<file path="config.mk">
export PLATFORM = sky130hd
export DESIGN_NAME = fifo_wr_ptr_full
export DESIGN_NICKNAME = d
export VERILOG_FILES = /design/src/rtl/fifo_wr_ptr_full.sv
export SDC_FILE = /design/constraint.sdc
export NUM_CORES = 1
export LEC_CHECK = 0
export CAP_MARGIN = 20
export CORE_UTILIZATION = 48
export CTS_CLUSTER_DIAMETER = 30
export DETAILED_ROUTE_END_ITERATION = 10
export PLACE_DENSITY = 0.79
export SLEW_MARGIN = 20
export SYNTH_ARGS = -nofsm -noshare
export SYNTH_HDL_FRONTEND = slang
export SYNTH_SLANG_ARGS = --single-unit
</file>
<file path="constraint.sdc">
create_clock -name clk -period 3.7 [get_ports clk]
set_input_delay 0.74 -clock clk [delete_from_list [all_inputs] [get_ports clk]]
set_output_delay 0.74 -clock clk [all_outputs]
set_load 0.005 [all_outputs]
</file>
<file path="src/rtl/fifo_wr_ptr_full.sv">
// Write-domain pointer/status block of the async FIFO: binary write pointer,
// registered Gray pointer for the synchronizer, full/almost-full/level/overflow.
module fifo_wr_ptr_full #(
  parameter int unsigned ADDR_W    = 5,
  parameter int unsigned AF_THRESH = 4
) (
  input  logic              clk,
  input  logic              rst,
  input  logic              winc_i,
  input  logic [ADDR_W:0]   rptr_sync_i,
  input  logic              ovf_clr_i,
  output logic [ADDR_W-1:0] waddr_o,
  output logic [ADDR_W:0]   wptr_gray_o,
  output logic              wfull_o,
  output logic              walmost_full_o,
  output logic [ADDR_W:0]   wlevel_o,
  output logic              overflow_o
);

  localparam int unsigned PTR_W = ADDR_W + 1;
  localparam int unsigned DEPTH = 32'(1) << ADDR_W;
  localparam logic [PTR_W-1:0] AF_LEVEL = PTR_W'(DEPTH - AF_THRESH);

  logic [PTR_W-1:0] wbin_q, wbin_d;
  logic [PTR_W-1:0] wgray_q, wgray_d;
  logic [PTR_W-1:0] wlevel_q, wlevel_d;
  logic             wfull_q, wfull_d;
  logic             waf_q, waf_d;
  logic             ovf_q, ovf_d;
  logic             wen_c;
  logic [PTR_W-1:0] rbin_c;
  logic [PTR_W-1:0] rptr_full_c;

  // Next pointer and all status, recomputed every clock from the pointer and rptr_sync_i
  always_comb begin
    wen_c       = winc_i & ~wfull_q;
    wbin_d      = wbin_q + PTR_W'(wen_c);
    wgray_d     = wbin_d ^ (wbin_d >> 1);
    rbin_c      = '0;
    for (int i = 0; i < PTR_W; i++) begin
      rbin_c[i] = ^(rptr_sync_i >> i);
    end
    // Full when pointers match except for the two Gray MSBs
    rptr_full_c = {~rptr_sync_i[ADDR_W -: 2], rptr_sync_i[ADDR_W-2:0]};
    wfull_d     = (wgray_d == rptr_full_c);
    wlevel_d    = wbin_d - rbin_c;
    waf_d       = (wlevel_d >= AF_LEVEL);
    ovf_d       = (winc_i & wfull_q) | (ovf_q & ~ovf_clr_i);
  end

  always_ff @(posedge clk or negedge rst) begin
    if (!rst) begin
      wbin_q   <= '0;
      wgray_q  <= '0;
      wlevel_q <= '0;
      wfull_q  <= 1'b0;
      waf_q    <= 1'b0;
      ovf_q    <= 1'b0;
    end else begin
      wbin_q   <= wbin_d;
      wgray_q  <= wgray_d;
      wlevel_q <= wlevel_d;
      wfull_q  <= wfull_d;
      waf_q    <= waf_d;
      ovf_q    <= ovf_d;
    end
  end

  assign waddr_o        = wbin_q[ADDR_W-1:0];
  assign wptr_gray_o    = wgray_q;
  assign wfull_o        = wfull_q;
  assign walmost_full_o = waf_q;
  assign wlevel_o       = wlevel_q;
  assign overflow_o     = ovf_q;

endmodule

</file>
==> impl_metrics.env, run 1 <==
export IMPL_critPathLaunchType="primary input"
export IMPL_avgSynthCellArea_um2=11.4
export IMPL_clkTransAtPathRegs_ps=110
export IMPL_drc=0
export IMPL_drive_gt1_share_pct=18.6
export IMPL_final_cells=173
export IMPL_syn_nets=120
export IMPL_fmax_mhz=293
export IMPL_core_area_mm2=0.00225
export IMPL_worst_pin_slew_ps=905
export IMPL_hpwl_um=1920
export IMPL_row_count=17
export IMPL_worst_endpoint_required_ps=3950
export IMPL_clockRootBuffer="clkbuf_4"
export IMPL_placed_cells=168
export IMPL_r2r_slack_ps=940
export IMPL_clock_path_buffers=2
export IMPL_p_per_area_mw_per_mm2=958
export IMPL_hp_class="register to register"
export IMPL_finalClockSkew_ps=2.04
export IMPL_start_util_pct=52.1
export IMPL_antenna_found_initial=0
export IMPL_n_antenna_cell=0
export IMPL_rr_worst_depth=12
export IMPL_clk_latency_ps=300
export IMPL_io_buffers=29
export IMPL_grt_overflow=0
export IMPL_critical_path_class="primary input to register"
export IMPL_grt_pass1_wl_um=4150
export IMPL_drv_cap=0
export IMPL_status="complete, no violations"
export IMPL_fp_dieArea_mm2=0.00265
export IMPL_synth_warning_count=0
export IMPL_endpoint_kind="register"
export IMPL_slew_headroom_pct=39.5
export IMPL_regArea_um2=500
export IMPL_cts_buffers=3
export IMPL_globalplace_congestion=0.731
export IMPL_grt_pass1_vias=887
export IMPL_n_fill_cell=176
export IMPL_synthTopCellsByArea="dfrtp_1, xor2_1, xnor2_1"
export IMPL_reg2reg_from="wfull_o"
export IMPL_r2r_end="walmost_full_o"
export IMPL_finalMaxSlewViolations=0
export IMPL_viasPerCell=5.16
export IMPL_firstDrtPassIters=4
export IMPL_synth_top_area_share_pct=42.6
export IMPL_cp_startpoint="rptr_sync_i[3]"
export IMPL_vias=892
export IMPL_syn_to_final_growth_pct=36.7
export IMPL_hold_viol_final=0
export IMPL_synth_largest_area_cell="dfrtp_1"
export IMPL_period_share_pct=92.3
export IMPL_htreeDepth=1
export IMPL_routed_wl_um=2430
export IMPL_seq_area_frac_synth_pct=42.6
export IMPL_critPathMaxFanout=2
export IMPL_ys_types=35
export IMPL_dieHeight_um=51.4
export IMPL_setup_violations=0
export IMPL_cts_tree="built"
export IMPL_wl_per_cell_um=14.0
export IMPL_cellLeakagePower_nw=0.724
export IMPL_stdcell_area_mm2=0.00160
export IMPL_grt_usage_pct=22.2
export IMPL_synthCells=103
export IMPL_grt_max_degree=21
export IMPL_synth_area_mm2=0.00117
export IMPL_nets=163
export IMPL_drt_iter0_drc=17
export IMPL_whs_path_depth=2
export IMPL_rsz0062_at_grt="false"
export IMPL_io_pins=30
export IMPL_cts_sinks=20
export IMPL_synth_seq_cells=20
export IMPL_multi_input_area_um2=613
export IMPL_critPathCapture="walmost_full_o"
export IMPL_period_minus_slack_ps=3410
export IMPL_irDropWorstVdd_uv=593
export IMPL_ant_nets=0
export IMPL_die_w_um=51.4
export IMPL_post_dp_cell_area_mm2=0.00155
export IMPL_crit_arrival_ps=3660
-- metal layers --
layer / GRT usage [%] / vias to the layer above / wire, µm
met1: 27.4 / 437 / 1010
met2: 37.2 / 20 / 1310
met5: 0 / - / 0
met3: 3.27 / 6 / 55
li1: - / 429 / -
met4: 11.7 / 0 / 46
-- registers in the layout (all words and copies together), names as in the netlist --
register,count
wptr_gray_o,5
wfull_o,1
walmost_full_o,1
wbin_q,6
overflow_o,1
wlevel_o,6
-- critical path, stage by stage --
cell             delay (ps)
clkdlybuf4s50_1         500
xnor2_2                 280
xor2_2                  260
xor2_2                  190
xnor2_1                 140
ha_1                    190
inv_1                    60
fa_1                    400
a21o_1                  210
a21oi_2                 150
xor2_1                  190
xnor2_1                 160
nand3_1                 110
nand3_1                  90
-- cells by family after synthesis --
| family | share of synthesized area, % |
|---|---|
| adders and majority gates | 9.06 |
| DFF | 42.6 |
| and+or+nand+nor | 10.6 |
| xor gates and xnor gates | 23.5 |
| buffers and inverters | 5.44 |
| AOI/OAI and AO/OA | 8.85 |
-- per-stage QoR --
step	total power, W	setup TNS (ps)	worst slack, ps	utilization (%)	hold slack, ps
2_1_floorplan	0.00102	0	516	-	444
3_3_place_gp	0.00136	-147	-114	68.8	487
3_5_place_dp	0.00140	-349	-214	68.8	510
4_1_cts	0.00154	0	79.3	70.4	536
5_1_grt	0.00168	0	101	71.1	582
6_report	0.00154	0	287	71.1	529
-- layout by cell type, fill, tap and decap left out, types with 4 or more instances in the layout --
cell / n
xor2_1: 10
nand2_1: 6
buf_4: 12
xnor2_1: 9
inv_1: 7
dfrtp_1: 20
xor2_2: 4
ha_1: 6
clkdlybuf4s50_1: 27
-- report_power, final --
group          switching [W]  total, W  leakage, nW  internal, W
registers          0.0000773  0.000412        0.238     0.000334
clock network      0.0000675  0.000128       0.0210    0.0000601
logic               0.000465  0.000998        0.465     0.000533
total               0.000610   0.00154        0.724     0.000927
-- final cells by class --
type / count / area share, %
Clock buffer: 4 / 2.26
Sequential cell: 20 / 31.2
Tap cell: 28 / 2.18
Timing Repair Buffer: 41 / 24.0
Inverter: 9 / 2.11
Multi-Input combinational cell: 71 / 38.2
-- synthesized netlist by cell type (all sizes together) --
master  instances
dfrtp          20
xor2           14
xnor2          11
inv             9
ha              6
nand2           6
nand3           4
o21ai           4
a21oi           3
buf             3
nor2            3
and2            2
nor2b           2
o21a            2
a211o           1
a211oi          1
a21o            1
a22oi           1
a31oi           1
a32oi           1
and3            1
fa              1
maj3            1
nand4           1
nand4b          1
nor3            1
nor4            1
o31ai           1
-- how the worst min path moves through the flow --
stage / from / end
finish: wfull_o / overflow_o
CTS: wfull_o / overflow_o
detailed placement: wfull_o / overflow_o
floorplan: rst / overflow_o
global placement: wfull_o / overflow_o
global route: wfull_o / overflow_o
-- timing repair --
action | 4_1_cts | 5_1_grt
gates resized for setup | 0 | 3
setup buffers | 0 | 1
endpoints found under the setup margin | 0 | 1
hold buffers | 0 | 0
Power figures use the tool's default switching activity.
==> run 2, diff against run 1 <==
--- a/config.mk
+++ b/config.mk
@@ -10,6 +10,7 @@
 export CTS_CLUSTER_DIAMETER = 30
 export DETAILED_ROUTE_END_ITERATION = 10
 export PLACE_DENSITY = 0.79
+export REMOVE_ABC_BUFFERS = 1
 export SLEW_MARGIN = 20
 export SYNTH_ARGS = -nofsm -noshare
 export SYNTH_HDL_FRONTEND = slang
==> run 2 against run 1 <==
Via count is 1.3% lower. Largest cell class unchanged. Global-route usage is 2.9 points lower. Critical path type unchanged. Clock power shrank 24%. Critical endpoint unchanged. Non-clock buffer count grew 2. Largest power group unchanged.
==> impl_metrics.env, run 2 (same netlist as run 1, synthesis figures left out) <==
export IMPL_drt_iter0_drc=17
export IMPL_path_depth=14
export IMPL_io_pins=30
export IMPL_endpoint_kind="register"
export IMPL_grt_pass1_vias=831
export IMPL_cts_sinks=20
export IMPL_status="complete, no violations"
export IMPL_irDropWorstVdd_uv=619
export IMPL_cp_startpoint="rptr_sync_i[3]"
export IMPL_slew_headroom_pct=41.9
export IMPL_clock_path_buffers=2
export IMPL_period_share_pct=90.4
export IMPL_grt_pass1_wl_um=3710
export IMPL_firstDrtPassIters=5
export IMPL_dieHeight_um=51.4
export IMPL_drv_cap=0
export IMPL_mostFrequentLayoutCell="clkdlybuf4s50_1"
export IMPL_core_area_mm2=0.00225
export IMPL_final_cell_mix="clkdlybuf4s50_1, dfrtp_1, buf_4"
export IMPL_hold_viol_final=0
export IMPL_clk_latency_ps=290
export IMPL_p_per_area_mw_per_mm2=946
export IMPL_row_count=17
export IMPL_critical_path_class="primary input to register"
export IMPL_r2r_end="walmost_full_o"
export IMPL_rr_worst_depth=12
export IMPL_io_buffers=29
export IMPL_cpPeakStageDelay_ps=470
export IMPL_grt_overflow=0
export IMPL_setup_violations=0
export IMPL_antenna_found_initial=0
export IMPL_finalClockSkew_ps=5.89
export IMPL_post_dp_cell_area_mm2=0.00155
export IMPL_wl_per_cell_um=12.5
export IMPL_grt_max_degree=21
export IMPL_routed_wl_um=2170
export IMPL_syn_to_final_growth_pct=36.7
export IMPL_fmax_mhz=299
export IMPL_viasPerCell=5.06
export IMPL_stdcell_area_mm2=0.00160
export IMPL_cts_hold_buf=0
export IMPL_path_cells="clkdlybuf4s50_1 -> xnor2_2 -> xor2_2 -> xor2_2 -> xnor2_1 -> ha_2 -> inv_1 -> fa_1 -> a21o_1 -> a21oi_1 -> xor2_1 -> xnor2_1 -> nand3_1 -> nand3_1"
export IMPL_vias=880
export IMPL_worst_pin_slew_ps=868
export IMPL_reg2reg_from="wfull_o"
export IMPL_period_minus_slack_ps=3350
export IMPL_critPathLaunchType="primary input"
export IMPL_die_w_um=51.4
export IMPL_htreeDepth=1
export IMPL_critPathCapture="walmost_full_o"
export IMPL_finalMaxSlewViolations=0
export IMPL_p_total_w=0.00152
export IMPL_cp_slowest_cell="clkdlybuf4s50_1"
export IMPL_critical_path_buf_inv_count=2
export IMPL_globalplace_congestion=0.795
export IMPL_hp_class="register to register"
export IMPL_fp_dieArea_mm2=0.00265
export IMPL_start_util_pct=52.1
export IMPL_critPathMaxFanout=2
export IMPL_ant_nets=0
export IMPL_crit_family="XOR/XNOR gates"
export IMPL_drc=0
export IMPL_n_antenna_cell=0
export IMPL_worst_endpoint_required_ps=3930
export IMPL_rsz0062_at_grt="false"
export IMPL_drive_gt1_share_pct=19.2
export IMPL_cellLeakagePower_nw=0.725
export IMPL_clkTransAtPathRegs_ps=100
export IMPL_hpwl_um=1740
export IMPL_nets=165
export IMPL_grt_usage_pct=19.3
export IMPL_clockRootBuffer="clkbuf_4"
export IMPL_cts_buffers=3
export IMPL_whs_path_depth=2
export IMPL_cts_tree="built"
export IMPL_crit_arrival_ps=3570
export IMPL_r2r_slack_ps=990
export IMPL_hold_start="wfull_o"
run 2: cell types whose count changed in the layout (fill, tap and decap cells not counted), sizes merged:
| cell | before | now |
|---|---|---|
| buf | 12 | 14 |
| clkbuf | 4 | 3 |
run 2: area by class of cell:
class / instances / area, µm²
Inverter: 9 / 33.8
Multi-Input combinational cell: 71 / 612
Clock buffer: 3 / 22.5
Fill cell: 174 / 651
Timing Repair Buffer: 43 / 400
Tap cell: 28 / 35.0
Sequential cell: 20 / 500
run 2: worst register-to-register path, cell delays in order, from the launching register on:
cell and delay, ps:
dfrtp_1 410, nor2b_1 120, ha_1 220, and2_1 210
nand2_1 90, xnor2_1 170, ha_1 370, o21a_1 130
o31ai_1 90, nand2_1 140, maj3_2 330, a211o_1 310
nand3_1 70
run 2: per-layer routing:
| metal | share of wire (%) | GRT usage [%] | up-vias | wire [µm] |
|---|---|---|---|---|
| met5 | 0 | 0 | - | 0 |
| met4 | 0.88 | 4.05 | 0 | 19 |
| met3 | 2.8 | 2.68 | 2 | 60 |
| met2 | 51 | 32.7 | 19 | 1120 |
| met1 | 45 | 26.3 | 430 | 970 |
| li1 | - | - | 429 | - |
run 2: worst min path at each step:
stage | to
global route | overflow_o
floorplan | overflow_o
global placement | overflow_o
finish | overflow_o
detailed placement | overflow_o
CTS | overflow_o
run 2: power by group:
part / internal, W / switching (W)
combinational: 0.000555 / 0.000455
sequential: 0.000335 / 0.0000760
clock: 0.0000378 / 0.0000600
run 2: metrics by stage:
step / worst slack, ps / util [%] / hold slack (ps) / cells / TNS, ps
6_report: 354 / 71.1 / 528 / 174 / 0
5_1_grt: 117 / 71.1 / 598 / 174 / 0
4_1_cts: 132 / 69.8 / 533 / 171 / 0
3_5_place_dp: -149 / 68.8 / 506 / 168 / -336
3_3_place_gp: -39.6 / 68.8 / 488 / 168 / -72.6
2_1_floorplan: 516 / - / 444 / 100 / 0
run 2: timing repair:
action                                 in CTS  in global routing
resized for setup                           0                  3
endpoints found under the hold margin       0                  0
setup endpoints to repair                   0                  2
setup buffers                               0                  3
